File: config.mk
export PLATFORM = sky130hd
export DESIGN_NAME = mult_div_seq_flat
export DESIGN_NICKNAME = d
export VERILOG_FILES = /design/src/rtl/md_pkg.sv /design/src/rtl/mult_div_seq_if.sv /design/src/rtl/md_step.sv /design/src/rtl/mult_div_seq.sv /design/src/flat_wrapper.sv
export SDC_FILE = /design/constraint.sdc
export NUM_CORES = 1
export LEC_CHECK = 0
export ABC_AREA = 1
export CORE_ASPECT_RATIO = 1.4
export CORE_MARGIN = 8
export CORE_UTILIZATION = 53
export DETAILED_ROUTE_END_ITERATION = 16
export PLACE_DENSITY = 0.81
export REMOVE_ABC_BUFFERS = 1
export SYNTH_ARGS = -nofsm -noshare
export SYNTH_HDL_FRONTEND = slang
export SYNTH_HIERARCHICAL = 1
export SYNTH_SLANG_ARGS = --single-unit
export TNS_END_PERCENT = 5
File: constraint.sdc
create_clock -name clk -period 19.08 [get_ports clk]
set_input_delay 1.908 -clock clk [delete_from_list [all_inputs] [get_ports clk]]
set_output_delay 1.908 -clock clk [all_outputs]
set_load 0.01 [all_outputs]
File: src/rtl/md_pkg.sv
// ----------------------------------------------------------------------------
// md_pkg
// Shared constants for the sequential multiply/divide engine:
//   - default operand width
//   - FSM state encoding (IDLE/RUN/FIX/DONE)
//   - operation select codes, matching the MDCtrl input
// ----------------------------------------------------------------------------
package md_pkg;

    localparam int MD_WIDTH = 32;

    localparam logic [1:0] ST_IDLE = 2'd0;
    localparam logic [1:0] ST_RUN  = 2'd1;
    localparam logic [1:0] ST_FIX  = 2'd2;
    localparam logic [1:0] ST_DONE = 2'd3;

    localparam logic MD_MULT = 1'b0;
    localparam logic MD_DIV  = 1'b1;

endpackage

File: src/rtl/mult_div_seq_if.sv
// ----------------------------------------------------------------------------
// mult_div_seq_if
// Request/result bundle between the main control unit and mult_div_seq.
//   start   : one-cycle request (control -> engine)
//   MDCtrl  : 0 = MULT, 1 = DIV, sampled with start
//   a, b    : signed operands (rs, rt)
//   hi, lo  : MULT product high/low, or DIV remainder/quotient
//   busy    : engine is working on an accepted request
//   done    : one-cycle completion pulse
//   div0    : one-cycle divide-by-zero pulse, coincident with done
// Modports: master = control unit side, slave = engine side.
// ----------------------------------------------------------------------------
interface mult_div_seq_if #(
    parameter int WIDTH = md_pkg::MD_WIDTH
);

    logic             start;
    logic             MDCtrl;
    logic [WIDTH-1:0] a;
    logic [WIDTH-1:0] b;
    logic [WIDTH-1:0] hi;
    logic [WIDTH-1:0] lo;
    logic             busy;
    logic             done;
    logic             div0;

    modport master (
        output start, MDCtrl, a, b,
        input  hi, lo, busy, done, div0
    );

    modport slave (
        input  start, MDCtrl, a, b,
        output hi, lo, busy, done, div0
    );

endinterface

File: src/rtl/md_step.sv
// ----------------------------------------------------------------------------
// md_step
// One combinational iteration of the unsigned multiply or divide loop.
//   i_op   : MD_MULT or MD_DIV
//   i_acc  : MULT: {partial product high, remaining multiplier bits}
//            DIV : low half holds dividend bits shifting out / quotient
//                  bits shifting in; high half passes through
//   i_rem  : DIV partial remainder (unused by MULT, passed through)
//   i_opnd : MULT multiplicand magnitude, or DIV divisor magnitude
//   o_acc  : accumulator after this iteration
//   o_rem  : remainder after this iteration
// ----------------------------------------------------------------------------
module md_step
    import md_pkg::*;
#(
    parameter int WIDTH = MD_WIDTH
) (
    input  logic               i_op,
    input  logic [2*WIDTH-1:0] i_acc,
    input  logic [WIDTH-1:0]   i_rem,
    input  logic [WIDTH-1:0]   i_opnd,
    output logic [2*WIDTH-1:0] o_acc,
    output logic [WIDTH-1:0]   o_rem
);

    logic [WIDTH:0] w_sum;
    logic [WIDTH:0] w_shift;
    logic [WIDTH:0] w_diff;

    // Shift-add: the carry out of the high half becomes the new MSB once the
    // accumulator shifts right, so no product bit is lost.
    assign w_sum = {1'b0, i_acc[2*WIDTH-1:WIDTH]}
                 + (i_acc[0] ? {1'b0, i_opnd} : {(WIDTH+1){1'b0}});

    // Restoring divide: the trial remainder needs WIDTH+1 bits because the
    // shifted remainder can reach 2*divisor-1. A kept remainder is always
    // below the divisor, so WIDTH bits are enough to store it.
    assign w_shift = {i_rem, i_acc[WIDTH-1]};
    assign w_diff  = w_shift - {1'b0, i_opnd};

    always_comb begin
        o_acc = i_acc;
        o_rem = i_rem;
        if (i_op == MD_MULT) begin
            o_acc = {w_sum, i_acc[WIDTH-1:1]};
        end else begin
            o_acc = {i_acc[2*WIDTH-1:WIDTH], i_acc[WIDTH-2:0], ~w_diff[WIDTH]};
            o_rem = w_diff[WIDTH] ? w_shift[WIDTH-1:0] : w_diff[WIDTH-1:0];
        end
    end

endmodule

File: src/rtl/mult_div_seq.sv
// ----------------------------------------------------------------------------
// mult_div_seq
// Iterative signed MULT/DIV engine with its own sequencer. Operands are
// converted to magnitudes on acceptance, iterated WIDTH times through
// md_step, then sign-corrected into hi/lo.
//   clk    : system clock, rising edge
//   reset  : asynchronous, active-high; aborts any operation silently
//   bus    : mult_div_seq_if slave (start/MDCtrl/a/b in, hi/lo/busy/done/div0 out)
// Timing: accept on edge N, iterate N+1..N+32, sign fix at N+33, done high
// for the following cycle. DIV by zero skips straight to DONE with div0.
// ----------------------------------------------------------------------------
module mult_div_seq
    import md_pkg::*;
#(
    parameter int WIDTH = MD_WIDTH,
    parameter int CNT_W = $clog2(WIDTH)
) (
    input  logic          clk,
    input  logic          reset,
    mult_div_seq_if.slave bus
);

    logic [1:0]         r_state;
    logic [CNT_W-1:0]   r_cnt;
    logic               r_op;
    logic               r_sign_q;
    logic               r_sign_r;
    logic [WIDTH-1:0]   r_opnd;
    logic [2*WIDTH-1:0] r_acc;
    logic [WIDTH-1:0]   r_rem;
    logic [WIDTH-1:0]   r_hi;
    logic [WIDTH-1:0]   r_lo;
    logic               r_busy;
    logic               r_done;
    logic               r_div0;

    logic [2*WIDTH-1:0] w_acc_nxt;
    logic [WIDTH-1:0]   w_rem_nxt;

    // Magnitude of a signed operand; -2^(WIDTH-1) maps to 2^(WIDTH-1), which
    // still fits in WIDTH unsigned bits.
    function automatic logic [WIDTH-1:0] mag(input logic signed [WIDTH-1:0] v);
        return (v < 0) ? WIDTH'(-v) : WIDTH'(v);
    endfunction

    function automatic logic [WIDTH-1:0] cond_neg(input logic [WIDTH-1:0] v,
                                                  input logic neg);
        return neg ? (~v + WIDTH'(1)) : v;
    endfunction

    function automatic logic [2*WIDTH-1:0] cond_neg2(input logic [2*WIDTH-1:0] v,
                                                     input logic neg);
        return neg ? (~v + (2*WIDTH)'(1)) : v;
    endfunction

    md_step #(.WIDTH(WIDTH)) u_step (
        .i_op   (r_op),
        .i_acc  (r_acc),
        .i_rem  (r_rem),
        .i_opnd (r_opnd),
        .o_acc  (w_acc_nxt),
        .o_rem  (w_rem_nxt)
    );

    always_ff @(posedge clk or posedge reset) begin
        if (reset) begin
            r_state  <= ST_IDLE;
            r_cnt    <= '0;
            r_op     <= MD_MULT;
            r_sign_q <= 1'b0;
            r_sign_r <= 1'b0;
            r_opnd   <= '0;
            r_acc    <= '0;
            r_rem    <= '0;
            r_hi     <= '0;
            r_lo     <= '0;
            r_busy   <= 1'b0;
            r_done   <= 1'b0;
            r_div0   <= 1'b0;
        end else begin
            r_done <= 1'b0;
            r_div0 <= 1'b0;
            case (r_state)
                ST_IDLE: begin
                    if (bus.start) begin
                        r_op     <= bus.MDCtrl;
                        r_sign_q <= bus.a[WIDTH-1] ^ bus.b[WIDTH-1];
                        r_sign_r <= bus.a[WIDTH-1];
                        r_cnt    <= '0;
                        r_rem    <= '0;
                        r_busy   <= 1'b1;
                        // MULT: multiplier shifts through the accumulator.
                        // DIV : dividend shifts out, quotient shifts in.
                        if (bus.MDCtrl == MD_MULT) begin
                            r_opnd <= mag(bus.a);
                            r_acc  <= {{WIDTH{1'b0}}, mag(bus.b)};
                        end else begin
                            r_opnd <= mag(bus.b);
                            r_acc  <= {{WIDTH{1'b0}}, mag(bus.a)};
                        end
                        if (bus.MDCtrl == MD_DIV && bus.b == '0) begin
                            r_state <= ST_DONE;
                            r_done  <= 1'b1;
                            r_div0  <= 1'b1;
                        end else begin
                            r_state <= ST_RUN;
                        end
                    end
                end
                ST_RUN: begin
                    r_acc <= w_acc_nxt;
                    r_rem <= w_rem_nxt;
                    r_cnt <= r_cnt + CNT_W'(1);
                    if (r_cnt == CNT_W'(WIDTH-1)) begin
                        r_state <= ST_FIX;
                    end
                end
                ST_FIX: begin
                    if (r_op == MD_MULT) begin
                        {r_hi, r_lo} <= cond_neg2(r_acc, r_sign_q);
                    end else begin
                        r_lo <= cond_neg(r_acc[WIDTH-1:0], r_sign_q);
                        r_hi <= cond_neg(r_rem, r_sign_r);
                    end
                    r_done  <= 1'b1;
                    r_state <= ST_DONE;
                end
                ST_DONE: begin
                    r_busy  <= 1'b0;
                    r_state <= ST_IDLE;
                end
                default: begin
                    r_busy  <= 1'b0;
                    r_state <= ST_IDLE;
                end
            endcase
        end
    end

    assign bus.hi   = r_hi;
    assign bus.lo   = r_lo;
    assign bus.busy = r_busy;
    assign bus.done = r_done;
    assign bus.div0 = r_div0;

endmodule

File: src/flat_wrapper.sv
// flat-port wrapper written by rule: the top's interface ports become plain ports
module mult_div_seq_flat import md_pkg::*;
#(
    parameter int WIDTH = MD_WIDTH,
    parameter int CNT_W = $clog2(WIDTH)
)
  (clk, reset, bus_start, bus_MDCtrl, bus_a, bus_b, bus_hi, bus_lo, bus_busy, bus_done, bus_div0);
  mult_div_seq_if #(.WIDTH(WIDTH)) bus_i ();
  input  logic clk;
  input  logic reset;
  input wire logic [$bits(bus_i.start)-1:0] bus_start;
  input wire logic [$bits(bus_i.MDCtrl)-1:0] bus_MDCtrl;
  input wire logic [$bits(bus_i.a)-1:0] bus_a;
  input wire logic [$bits(bus_i.b)-1:0] bus_b;
  output wire logic [$bits(bus_i.hi)-1:0] bus_hi;
  output wire logic [$bits(bus_i.lo)-1:0] bus_lo;
  output wire logic [$bits(bus_i.busy)-1:0] bus_busy;
  output wire logic [$bits(bus_i.done)-1:0] bus_done;
  output wire logic [$bits(bus_i.div0)-1:0] bus_div0;
  assign bus_i.start = bus_start;
  assign bus_i.MDCtrl = bus_MDCtrl;
  assign bus_i.a = bus_a;
  assign bus_i.b = bus_b;
  assign bus_hi = bus_i.hi;
  assign bus_lo = bus_i.lo;
  assign bus_busy = bus_i.busy;
  assign bus_done = bus_i.done;
  assign bus_div0 = bus_i.div0;
  mult_div_seq #(.WIDTH(WIDTH), .CNT_W(CNT_W)) u_core (.clk(clk), .reset(reset), .bus(bus_i));
endmodule
==> results.md <==
- Height of the die: 249 um
- Post-synth top area share: 0.249
- CP Launch Type: input pin
- Power Density: 197 nW/um^2
- Asr flop ratio synth: 1.00
- Layout cell share with drive strength beyond 1: 0.0486
- CTS buffer count: 24
- Worst min path class: flop to flop
- CTS Buffer Depth: 3
- F_max: 0.257 GHz
- CTS tree: built
- DRT Pass-1 Iters: 8
- Vias in the first global route: 22200
- Max-Cap Viols: 0
- Skew-Pair Late Insertion Delay: 550 ps
- Sequential-to-total area share from yosys stat: 0.249
- Via density per instance: 5.76
- Register-to-Register Path Depth: 19
- Number of enable flip-flop cells after synthesis: 0
- Die footprint: 45500 sq um
- First-pass GRT wire length: 122000 um
- Number of port buffers: 134
- Total gr overflow: 0
- Worst Max-Slew Pin Slew: 1020 ps
- Post-route ant nets: 0
- Yosys cell types: 53
- Clock skew: 28.0 ps
- Top Ports: 135
- Rel. slew slack: 0.323
- CTS sink cnt: 205
- Setup CP Type: input pin to async pin
- Reg clk slew, reported paths: 50 ps
- GRT Total Usage: 0.338
- Hold Slack: 478 ps
- Post CTS Setup Buffer Count: 0
- RSZ-0062 raised after global routing: false
- Synth top cells by count: nand2_1 (1191), inv_1 (423), nand3_1 (390)
- Finish-stage setup viols: 0
- Synthesized area: 20600 sq um
- Yosys reg bits: 205
- Cts hold-fix bufs: 0
- VDD IR max: 0.000328 V
- DRC violations left: 0
- Core region area: 38400 sq um
- Via count: 23500
- Count leader, synth: nand2_1
- Placer Congestion: 1.04
- Layout area overhead: 11.9%
- Synth top area cells: dfrtp_1 (25%), nand2_1 (22%), nand3_1 (9.5%)
- Status: completed
- Root Driver: clkbuf_16
- Max Transition Viols Final: 0
- Core Rows: 85
- Antenna violations before repair: 0
- Post-CTS resize count: 0
- Area of placed instances: 22100 sq um
- Syn Inst Count: 3485
- P_leak: 11.9 nW
- H-tree depth: 1
- Fin Setup TNS: 0 ps
- Die X: 183 um
- DR iter-0 viols: 2538
- Final core occ: 0.600
- Syn avg cell area: 5.91 sq um
- Critical Path AT: 4480 ps
- CP Data Required Time: 19670 ps
- Tot Pwr: 4.54 mW
- Biggest area consumer among synthesized cells: dfrtp_1
- # diodes: 0
- Initial core utilization: 0.536
- Endpoint type of the worst setup path: async pin
- Yosys warnings: 6
- Design area: 23000 sq um
- Worst hold path stage count: 2
- Largest net degree at the start of global routing: 94
- Final wirelength: 79100 um
- Period Utilization, post-route: 0.204
- DR WL/cell: 19.4 um
- Final hold vios: 0
- Primary FF master, synth: dfrtp_1
- Tmin final: 3890 ps
- Nets: 3683
- Detailed Place HPWL: 61900 um
- CP max FO: 81
flip-flops by register name, indices dropped and copies added, names as in the netlist:
signal and flops:
u_core/r_rem 32, u_core/bus.hi 32, u_core/r_op 1, u_core/r_cnt 5
u_core/bus.lo 32, u_core/r_sign_q 1, u_core/r_state 2, u_core/r_acc 64
u_core/bus.done 1, u_core/r_opnd 32, u_core/r_sign_r 1, u_core/bus.busy 1
u_core/bus.div0 1
placed cells by master, fill, tap and decap left out, types with 8 or more instances in the layout:
cell / instances
nand2_1: 1191
inv_1: 421
nand3_1: 390
nor2_1: 346
o21ai_0: 222
dfrtp_1: 203
a21oi_1: 158
clkdlybuf4s50_1: 134
ha_1: 72
xor2_1: 46
nand3b_1: 38
nand4_1: 32
xnor2_1: 27
clkbuf_16: 25
nand2_2: 25
o211ai_1: 20
nor2_2: 19
buf_4: 19
nor3_1: 17
inv_2: 11
nor2_4: 11
a31oi_1: 11
or2_2: 11
o221ai_1: 10
and2_1: 9
a21o_1: 8
critical path, stage by stage:
cell and delay [ps]:
clkdlybuf4s50_1 490, inv_8 450, buf_4 840, buf_4 700
where the power goes:
| group | internal (mW) | leakage [nW] | switching (mW) | total, mW |
|---|---|---|---|---|
| registers | 0.636 | 2.57 | 0.327 | 0.962 |
| clock network | 0.336 | 0.445 | 0.199 | 0.535 |
| logic | 1.03 | 8.88 | 2.01 | 3.04 |
area by class of cell:
cell class / instances / area [sq um]
Fill cell: 3861 / 15400
Multi-Input combinational cell: 2721 / 13200
Sequential cell: 205 / 5130
Inverter: 434 / 1640
Timing Repair Buffer: 153 / 1480
Clock buffer: 30 / 684
Tap cell: 522 / 653
Clock inverter: 14 / 234
stage by stage:
| stage | cells | setup slack (ps) |
|---|---|---|
| CTS | 4079 | 15100 |
| floorplan | 3360 | 11580 |
| global placement | 4035 | 14570 |
| global route | 4079 | 14810 |
| finish | 4079 | 15190 |
| detailed placement | 4035 | 14540 |
final timing paths:
path / from / to / slack (ps)
worst max-delay path: reset / u_core/r_acc[30]$_DFFE_PP0P_ / 15190
worst min-delay path: u_core/bus.hi[31]$_DFFE_PP0P_ / u_core/bus.hi[31]$_DFFE_PP0P_ / 480
worst max register to register: u_core/r_acc[31]$_DFFE_PP0P_ / u_core/r_rem[2]$_DFFE_PP0P_ / 15640
worst min register to register: u_core/bus.hi[31]$_DFFE_PP0P_ / u_core/bus.hi[31]$_DFFE_PP0P_ / 480
max in group clk: bus_start / u_core/r_opnd[15]$_DFFE_PP0P_ / 15310
min in group asynchronous: reset / u_core/bus.lo[18]$_DFFE_PP0P_ / 1840
kinds of logic after synthesis:
kind of cell / synth area share
adders and majority gates: 0.0469
xor gates and xnor gates: 0.0311
AOI/OAI and AO/OA: 0.125
and+or+nand+nor: 0.438
DFF: 0.249
buffers and inverters: 0.110
per-layer routing:
| layer | GRT usage | up-vias | part of all wire |
|---|---|---|---|
| met4 | 0.286 | 0 | 0.096 |
| met1 | 0.381 | 10800 | 0.37 |
| met2 | 0.565 | 1138 | 0.47 |
| met3 | 0.0369 | 299 | 0.064 |
| met5 | 0 | - | 0 |
| li1 | - | 11300 | - |
Note: power is estimated with default switching activity, not from simulation.
